$ cat config.mk
export PLATFORM = sky130hd
export DESIGN_NAME = pipe_stage_reg
export DESIGN_NICKNAME = d
export VERILOG_FILES = /design/src/rtl/pipe_stage_reg.sv
export SDC_FILE = /design/constraint.sdc
export NUM_CORES = 1
export LEC_CHECK = 0
export CORE_ASPECT_RATIO = 0.9
export CORE_MARGIN = 2
export CORE_UTILIZATION = 50
export CTS_CLUSTER_SIZE = 25
export DETAILED_ROUTE_END_ITERATION = 8
export GPL_ROUTABILITY_DRIVEN = 0
export GPL_TIMING_DRIVEN = 0
export PLACE_DENSITY = 0.8
export SYNTH_ARGS = -nofsm -noshare
export SYNTH_HDL_FRONTEND = slang
export SYNTH_SLANG_ARGS = --single-unit
$ cat constraint.sdc
create_clock -name cpu_clk -period 2.3 [get_ports cpu_clk]
set_input_delay 0.575 -clock cpu_clk [delete_from_list [all_inputs] [get_ports cpu_clk]]
set_output_delay 0.575 -clock cpu_clk [all_outputs]
set_load 0.02 [all_outputs]
$ cat src/rtl/pipe_stage_reg.sv
// pipe_stage_reg: two-entry valid/ready pipeline stage (main register + skid register).
// Optional stall counter output is built only when PIPE_STAGE_STALL_CNT_EN is defined.
module pipe_stage_reg #(
  parameter int unsigned PAYLOAD_WIDTH  = 160,
  parameter bit          CLEAR_ON_FLUSH = 1'b1,
  parameter int unsigned CNT_WIDTH      = 16
) (
  input  logic                     cpu_clk,
  input  logic                     cpu_rst_n,
  input  logic                     flush_i,
  input  logic                     in_valid_i,
  output logic                     in_ready_o,
  input  logic [PAYLOAD_WIDTH-1:0] in_data_i,
  output logic                     out_valid_o,
  input  logic                     out_ready_i,
  output logic [PAYLOAD_WIDTH-1:0] out_data_o
`ifdef PIPE_STAGE_STALL_CNT_EN
  ,
  output logic [CNT_WIDTH-1:0]     stall_cnt_o
`endif
);

  if (PAYLOAD_WIDTH < 1 || CNT_WIDTH < 1) begin : g_param_check
    $error("pipe_stage_reg: PAYLOAD_WIDTH and CNT_WIDTH must be nonzero");
  end

  typedef enum logic [1:0] {
    ST_EMPTY = 2'd0,
    ST_BUSY  = 2'd1,
    ST_FULL  = 2'd2
  } state_e;

  state_e                   r_state;
  logic                     r_in_ready;
  logic                     r_out_valid;
  logic [PAYLOAD_WIDTH-1:0] r_main;
  logic [PAYLOAD_WIDTH-1:0] r_skid;

  logic w_in_fire;
  logic w_out_fire;

  // Handshake fires use only registered ready/valid, so no ready->ready path exists.
  assign w_in_fire  = in_valid_i & r_in_ready;
  assign w_out_fire = r_out_valid & out_ready_i;

  assign in_ready_o  = r_in_ready;
  assign out_valid_o = r_out_valid;
  assign out_data_o  = r_main;

  // State, flags and payload registers; flush overrides every transition.
  always_ff @(posedge cpu_clk or negedge cpu_rst_n) begin
    if (!cpu_rst_n) begin
      r_state     <= ST_EMPTY;
      r_in_ready  <= 1'b0;
      r_out_valid <= 1'b0;
      r_main      <= '0;
      r_skid      <= '0;
    end else if (flush_i) begin
      r_state     <= ST_EMPTY;
      r_in_ready  <= 1'b1;
      r_out_valid <= 1'b0;
      if (CLEAR_ON_FLUSH) begin
        r_main <= '0;
        r_skid <= '0;
      end
    end else begin
      r_in_ready <= 1'b1;
      case (r_state)
        ST_EMPTY: begin
          if (w_in_fire) begin
            r_state     <= ST_BUSY;
            r_out_valid <= 1'b1;
            r_main      <= in_data_i;
          end
        end
        ST_BUSY: begin
          if (w_in_fire && w_out_fire) begin
            r_main <= in_data_i;
          end else if (w_in_fire) begin
            r_state    <= ST_FULL;
            r_in_ready <= 1'b0;
            r_skid     <= in_data_i;
          end else if (w_out_fire) begin
            r_state     <= ST_EMPTY;
            r_out_valid <= 1'b0;
            if (CLEAR_ON_FLUSH) begin
              r_main <= '0;
            end
          end
        end
        ST_FULL: begin
          if (w_out_fire) begin
            r_state <= ST_BUSY;
            r_main  <= r_skid;
            if (CLEAR_ON_FLUSH) begin
              r_skid <= '0;
            end
          end else begin
            r_in_ready <= 1'b0;
          end
        end
        default: begin
          r_state     <= ST_EMPTY;
          r_out_valid <= 1'b0;
          r_main      <= '0;
          r_skid      <= '0;
        end
      endcase
    end
  end

`ifdef PIPE_STAGE_STALL_CNT_EN
  logic [CNT_WIDTH-1:0] r_stall_cnt;

  // Saturating count of cycles where an entry waits on downstream; flush does not clear it.
  always_ff @(posedge cpu_clk or negedge cpu_rst_n) begin
    if (!cpu_rst_n) begin
      r_stall_cnt <= '0;
    end else if (r_out_valid && !out_ready_i && (r_stall_cnt != {CNT_WIDTH{1'b1}})) begin
      r_stall_cnt <= r_stall_cnt + CNT_WIDTH'(1);
    end
  end

  assign stall_cnt_o = r_stall_cnt;
`endif

endmodule

Word level (Yosys, flattened, before mapping). Cells that the tools add are included.

Output and inout bits: 162. Input port bits: 165. Logic and storage cells: 54. Register bits: 324.

Reduce and logical (&&, ||, !) cells: 6. Equal/unequal tests: 13. Mux-type cells: 28. Bitwise logic cells: 2.

Operator list (number): $mux 160 (8); $pmux 160 s3 (2); $ne 3x3->1 const B (6); $mux 2 (6); $ne 4x4->1 const B (3); $reduce_and 4->1 (3); $mux 1 (9); $pmux 2 s3 (1); $reduce_and 5->1 (1); $ne 2x2->1 const B (2); $pmux 1 s3 (1); $and 1x1->1 (2); $eq 2x1->1 const B (1); $eq 2x2->1 const B (1); $logic_not 2->1 (1); $pmux 1 s2 (1); $logic_and 1x1->1 (1).

Longest topological paths before layout. Gate-level depths: netlist of run 1.

Word-level depth: 6. Depth in mapped cells: 10. Mapped depth without buffers: 6.

Worst setup path before layout of run 1. OpenSTA, ideal clock, no wires.

Path kind: reg-to-reg. Start point: register r_state[1]. End point: register r_main[0] (netlist: out_data_o[0]). Slack: 0.474 ns. Library setup time: 0.075 ns. Clock period less this slack: 1.826 ns. Data required time: 2.225 ns. Arrival: 1.751 ns. Buffers on the path: 4. Stages on the path, launching flop included: 11. Cells stage by stage: dfrtp_1 > inv_1 > ha_1 > buf_2 > nor2_1 > o2bb2ai_1 > or3_1 > buf_2 > buf_6 > buf_6 > o2bb2ai_2.

Word-level cells in the longest chain between the ends: 3. Elaborated cells between the ends (all ways): 10. Those cells by class: 6 x eq/ne; 2 x mux; 2 x reduce/logical.

RTL lines: start: declaration (RTL line 33) `state_e r_state;`; start signal: assignment (RTL line 53) `r_state <= ST_EMPTY;`; start signal: assignment (RTL line 59) `r_state <= ST_EMPTY;`; start signal: assignment (RTL line 71) `r_state <= ST_BUSY;`; $eq 2x1->1 (tied with other cells) (RTL line 68) `case (r_state)`; $ne 4x4->1 (no source line) (tied with other cells); $reduce_and 4->1 (no source line) / $mux 160 (equally long branches); end signal: assignment (RTL line 73) `r_main <= in_data_i;`; end signal: assignment (RTL line 78) `r_main <= in_data_i;`; end signal: assignment (RTL line 94) `r_main <= r_skid;`; end: declaration (RTL line 36) `logic [PAYLOAD_WIDTH-1:0] r_main;`.

Several ways; a longest one is shown, not always the timed one. A chain may end at the register's enable or synchronous reset.

Worst setup path in the final report of run 1.
Start point: register r_in_ready (netlist: in_ready_o). End point: output in_ready_o.

RTL lines: start: declaration (RTL line 34) `logic r_in_ready;`; start signal: assignment (RTL line 54) `r_in_ready <= 1'b0;`; start signal: assignment (RTL line 60) `r_in_ready <= 1'b1;`; start signal: assignment (RTL line 67) `r_in_ready <= 1'b1;`; end: declaration (RTL line 12) `output logic in_ready_o,`.

No word-level cell between the ends.

==> run summary, run 1 <==
Critical Path End Type - primary output
CP cell instances - clkdlybuf4s50_1
Top-count cell post-synth - dfrtp_1
Fin Clk Skew - 0.00896 ns
Cell variety after synth - 30
Clock root buffer - clkbuf_16
Post-synth EDFFs - 0
Hold Path Class - in -> async
Largest net degree at the start of global routing - 89
Synth cell count leaders - 324 x dfrtp_1, 162 x a22oi_1, 160 x a22o_1, 100 x o2bb2ai_2, 61 x o2bb2ai_1
Port Buffers - 325
Worst reg-to-reg setup slack - 0.13 ns
Grt total ovfl - 0
Max cap viols - 0
Final WS setup - 0.126 ns
Final instance area - 18600 um2
Largest delay share family, worst path - buffers and inverters
Maximum level of the CTS H-tree - 2
Iter 0 DRT Violations - 856
Top_reg_cell synth - dfrtp_1
CTS Hold Bufs - 0
DR vias/cell - 6.16
Final Hold Violating Endpoints - 0
Setup_tns - 0 ns
Worst path arrival time - 1.60 ns
Max Fclk - 460 MHz
Die footprint - 28600 um2
Ys async rst share - 1.00
Die X - 178 um
Worst r2r path cells - 10
Critical path peak fanout - 5
TritonCTS clock tree - done
Syn Inst Count - 953
Core area - 27000 um2
Synthesized area per cell - 14.3 um2
Fin crit period - 2.17 ns
Routed len/inst - 23.0 um
CTS clock-pin slew for the worst setup and hold paths - 0.06 ns
Endpoints failing setup - 0
Least-Margin Pin Slew - 0.682 ns
Post-synthesis sequential area ratio - 0.594
GR Util All Layers - 0.271
Inserted Clock Buffers - 34
Final HPWL DP - 26.2 mm
Max VDD drop - 0.879 mV
Synth Warn # - 0
Slew headroom - 0.545
WL final - 38.9 mm
Clock latency on the worst-skew pair - 0.50 ns
Top Ports - 327
DP Area - 17400 um2
Util after Layout - 0.690
Share of layout cells above drive strength 1 - 0.181
Synth Register Bits - 324
Critical Path Source Type - register
Pre-Repair DR Iteration Count - 5
Cell Area, Synth - 13700 um2
Setup bufs post-CTS - 0
CP Depth - 1
Vias - 10.4k
WS Path Type - reg -> out
Cell taking the most area after synthesis - dfrtp_1
Initial antenna violation count - 3
CP bufs+invs - 1
Syn nets - 1122
Worst EP required - 1.73 ns
# rows - 57
Clock sink count - 324
Die Ht - 161 um
First-pass GRT wire length - 61.6 mm
Worst Setup Slack post-DPL - -0.669 ns
Clock Path Buffers - 3
Area delta synth->final - 36.3%
Area contributors post-synth - dfrtp_1 59%, o2bb2ai_2 11%, a22o_1 10%, a22oi_1 8.9%, o2bb2ai_1 3.9%
Final Slew Violations - 0
Max stage delay on crit path - 0.69 ns
Vias in the first global route - 11.1k
Nets - 1486
Total power - 21.6 mW
Top cell type's share of synthesized area - 0.594
Final period util - 0.945
DRC - 0
Initial Util - 0.506
Final antenna-violating net count - 0
Status - finished, final reports clean
Slowest CP cell - clkdlybuf4s50_1
Pwr/cell area - 1160 nW/um2
Leakage - 8.22 nW
[stage by stage]
stage          cells  hold slack [ns]
6_report        1696           0.0806
5_1_grt         1696            0.111
4_1_cts         1694           0.0927
3_5_place_dp    1635            0.472
3_3_place_gp    1632            0.472
2_1_floorplan    953            0.279
[sequential cells by signal, indices dropped and copies added (netlist names)]
| name | count |
|---|---|
| r_skid | 160 |
| in_ready_o | 1 |
| out_valid_o | 1 |
| out_data_o | 160 |
| r_state | 2 |
[final timing paths]
path | endpoint | startpoint
max | in_ready_o | in_ready_o
min | out_data_o[133] | cpu_rst_n
max reg2reg | out_data_o[25] | r_state[1]
min reg2reg | out_data_o[135] | out_data_o[135]
max in group asynchronous | out_data_o[45] | cpu_rst_n
min in group cpu_clk | out_data_o[135] | out_data_o[135]
[report_power, final]
part	total, mW	switching, mW	internal [mW]	leakage (nW)
clock network	5.49	2.25	3.23	0.551
registers	7.60	0.816	6.78	4.44
logic	8.56	5.02	3.54	3.23
total	21.6	8.09	13.6	8.22
[cell type report]
type | instances | area [um2]
Timing Repair Buffer | 328 | 3340
Clock buffer | 48 | 1030
Sequential cell | 324 | 8110
Inverter | 2 | 7.51
Clock inverter | 11 | 92.6
Fill cell | 1902 | 8350
Tap cell | 354 | 443
Buffer | 110 | 696
Antenna cell | 2 | 5.00
Multi-Input combinational cell | 517 | 4880
[cells in the final DEF, fill, tap and decap left out, types with 12 or more instances in the layout]
cell	netlist	final
a22o_1	160	160
a22oi_1	162	162
buf_2	35	32
buf_4	11	12
buf_6	22	23
clkbuf_1	41	32
clkbuf_16	0	37
clkbuf_2	0	14
clkdlybuf4s50_1	0	324
dfrtp_1	324	324
o2bb2ai_1	61	61
o2bb2ai_2	100	100
[kinds of logic after synthesis]
family / share of synthesized area
AOI/OAI and AO/OA: 0.347
DFF: 0.594
buffers and inverters: 0.0491
and+or+nand+nor: 0.00614
adders and majority gates: 0.00367
[timing repair]
item                                    in CTS  in global routing
resized for setup                            9                 22
endpoints found under the setup margin     201                140
pin swaps                                    0                  0
cloned                                       0                  0
[routing by layer]
metal / global-route usage / part of all wire / vias up
li1: - / - / 4550
met1: 0.382 / 0.43 / 5351
met2: 0.408 / 0.46 / 430
met3: 0.0561 / 0.071 / 108
met4: 0.122 / 0.045 / 0
met5: 0 / 0 / -
No activity file was read; power rests on OpenSTA's default activity.
==> inputs of run 2 (changes only) <==
Settings changed: CTS_BUF_LIST set to sky130_fd_sc_hd__clkbuf_8 sky130_fd_sc_hd__clkbuf_16, HOLD_SLACK_MARGIN set to 0.12.
==> run 2 against run 1 <==
Net effect: combinational power is essentially flat; setup slack barely moved; fmax hardly changed; first-iteration DRC count shrank 1.8%; cell count hardly changed; hold slack gained 0.41 ns; critical endpoint is now out_data_o[66].
==> run summary, run 2 (synthesis results as in run 1) <==
GR Util All Layers - 0.271
Slowest CP cell - dfrtp_1
Most frequent cells in the layout - 324 x dfrtp_1, 324 x clkdlybuf4s50_1, 162 x a22oi_1
Max cap viols - 0
Worst EP required - 2.72 ns
Routed len/inst - 22.9 um
Final WS setup - 0.126 ns
DR top layer - met4
Final HPWL DP - 26.2 mm
Worst path arrival time - 2.60 ns
TritonCTS clock tree - done
Least-Margin Pin Slew - 0.677 ns
Clock Path Buffers - 3
Worst r2r path cells - 10
Vias in the first global route - 11.1k
Setup bufs post-CTS - 0
Initial Util - 0.506
Share of layout cells above drive strength 1 - 0.181
FILL cells - 1899
Setup_tns - 0 ns
Maximum level of the CTS H-tree - 2
CP most frequent cell - buf_2
Dpl cells - 1635
Endpoints failing setup - 0
Leakage - 8.25 nW
DR WL met3 - 2.79 mm
DRC - 0
Nets - 1487
WL final - 38.9 mm
Multi-input gate area - 4880 um2
Grt total ovfl - 0
Slew headroom - 0.548
Final Hold Violating Endpoints - 0
Critical path peak fanout - 10
Largest net degree at the start of global routing - 89
CP Depth - 10
Worst Setup Slack post-DPL - -0.669 ns
Die X - 178 um
Pwr/cell area - 1160 nW/um2
Largest delay share family, worst path - buffers and inverters
Final Slew Violations - 0
Iter 0 DRT Violations - 841
Total power - 21.6 mW
Met2 wire length - 17.7 mm
Finished Layout Cells - 1697
Clock sink count - 324
Fin crit period - 2.17 ns
Inserted Clock Buffers - 34
CP bufs+invs - 5
Port Buffers - 325
Die Ht - 161 um
Worst hold stages - 1
Max stage delay on crit path - 0.43 ns
Hold Path Class - reg -> reg
Vias - 10.4k
DP Area - 17400 um2
Clock latency on the worst-skew pair - 0.50 ns
Clock root buffer - clkbuf_16
Critical Path End Type - register
Final antenna-violating net count - 0
Top Ports - 327
Max VDD drop - 0.836 mV
First-pass GRT wire length - 61.6 mm
Max Fclk - 460 MHz
Post-Route M1 WL - 16.7 mm
Fin Clk Skew - 0.00886 ns
DR vias/cell - 6.12
CTS clock-pin slew for the worst setup and hold paths - 0.06 ns
Critical Path Source Type - register
Flip-flop and latch area - 8110 um2
Status - finished, final reports clean
Worst reg-to-reg setup slack - 0.13 ns
Final period util - 0.945
Die footprint - 28600 um2
Final instance area - 18600 um2
Initial antenna violation count - 3
# rows - 57
Pre-Repair DR Iteration Count - 5
CP cell instances - inv_1 -> ha_1 -> buf_2 -> nor2_2 -> o2bb2ai_1 -> nor2b_1 -> buf_2 -> buf_6 -> buf_4 -> o2bb2ai_2
WS Path Type - reg -> reg
Core area - 27000 um2
Area delta synth->final - 36.3%
-- run 2: cell types whose count changed in the layout (fill, tap and decap cells not counted), sizes merged --
cell         change
clkbuf           -5
inv              +5
dlygate4sd3      +1
-- run 2: what timing repair did --
item,CTS,global route
gates cloned,0,0
endpoints found under the setup margin,201,140
hold buffers,1,0
hold endpoints to repair,44,0
gates resized for setup,9,22
-- run 2: path summary, 6_finish.rpt --
check                                     start              end
worst max-delay path                 r_state[1]   out_data_o[66]
worst min-delay path            out_data_o[135]  out_data_o[135]
worst max register to register       r_state[1]   out_data_o[66]
worst min register to register  out_data_o[135]  out_data_o[135]
max in group asynchronous             cpu_rst_n       r_skid[57]
min in group asynchronous             cpu_rst_n  out_data_o[133]
-- run 2: metrics by stage --
| stage | hold WS [ns] | utilization |
|---|---|---|
| global route | 0.505 | 0.690 |
| finish | 0.487 | 0.690 |
| floorplan | 0.279 | - |
| detailed placement | 0.472 | 0.647 |
| global placement | 0.472 | 0.644 |
| CTS | 0.489 | 0.689 |
-- run 2: report_power, final --
part	total, mW	switching, mW	internal, mW	leakage, nW
Clock	5.47	2.26	3.21	0.572
Combinational	8.55	5.01	3.54	3.23
Sequential	7.60	0.814	6.78	4.44
Total	21.6	8.09	13.5	8.25
-- run 2: area by class of cell --
cell class,count,area share
Tap cell,354,0.0238
Antenna cell,2,0.000269
Timing Repair Buffer,329,0.180
Clock buffer,43,0.0542
Inverter,2,0.000403
Sequential cell,324,0.436
Buffer,110,0.0374
Multi-Input combinational cell,517,0.262
Clock inverter,16,0.00598
-- run 2: layer usage --
metal	up-vias	global-route usage
li1	4562	-
met1	5288	0.382
met4	0	0.122
met2	430	0.408
met3	108	0.0561
met5	-	0
-- run 2: worst reg2reg max path, delay by kind of cell, from the launching register on --
family / cells / cell delay (ns)
AO/OA/AOI/OAI: 2 / 0.30
adder cells (fa/ha/maj): 1 / 0.13
buffers and inverters: 5 / 1.04
flip-flops: 1 / 0.43
AND/OR/NAND/NOR: 2 / 0.20
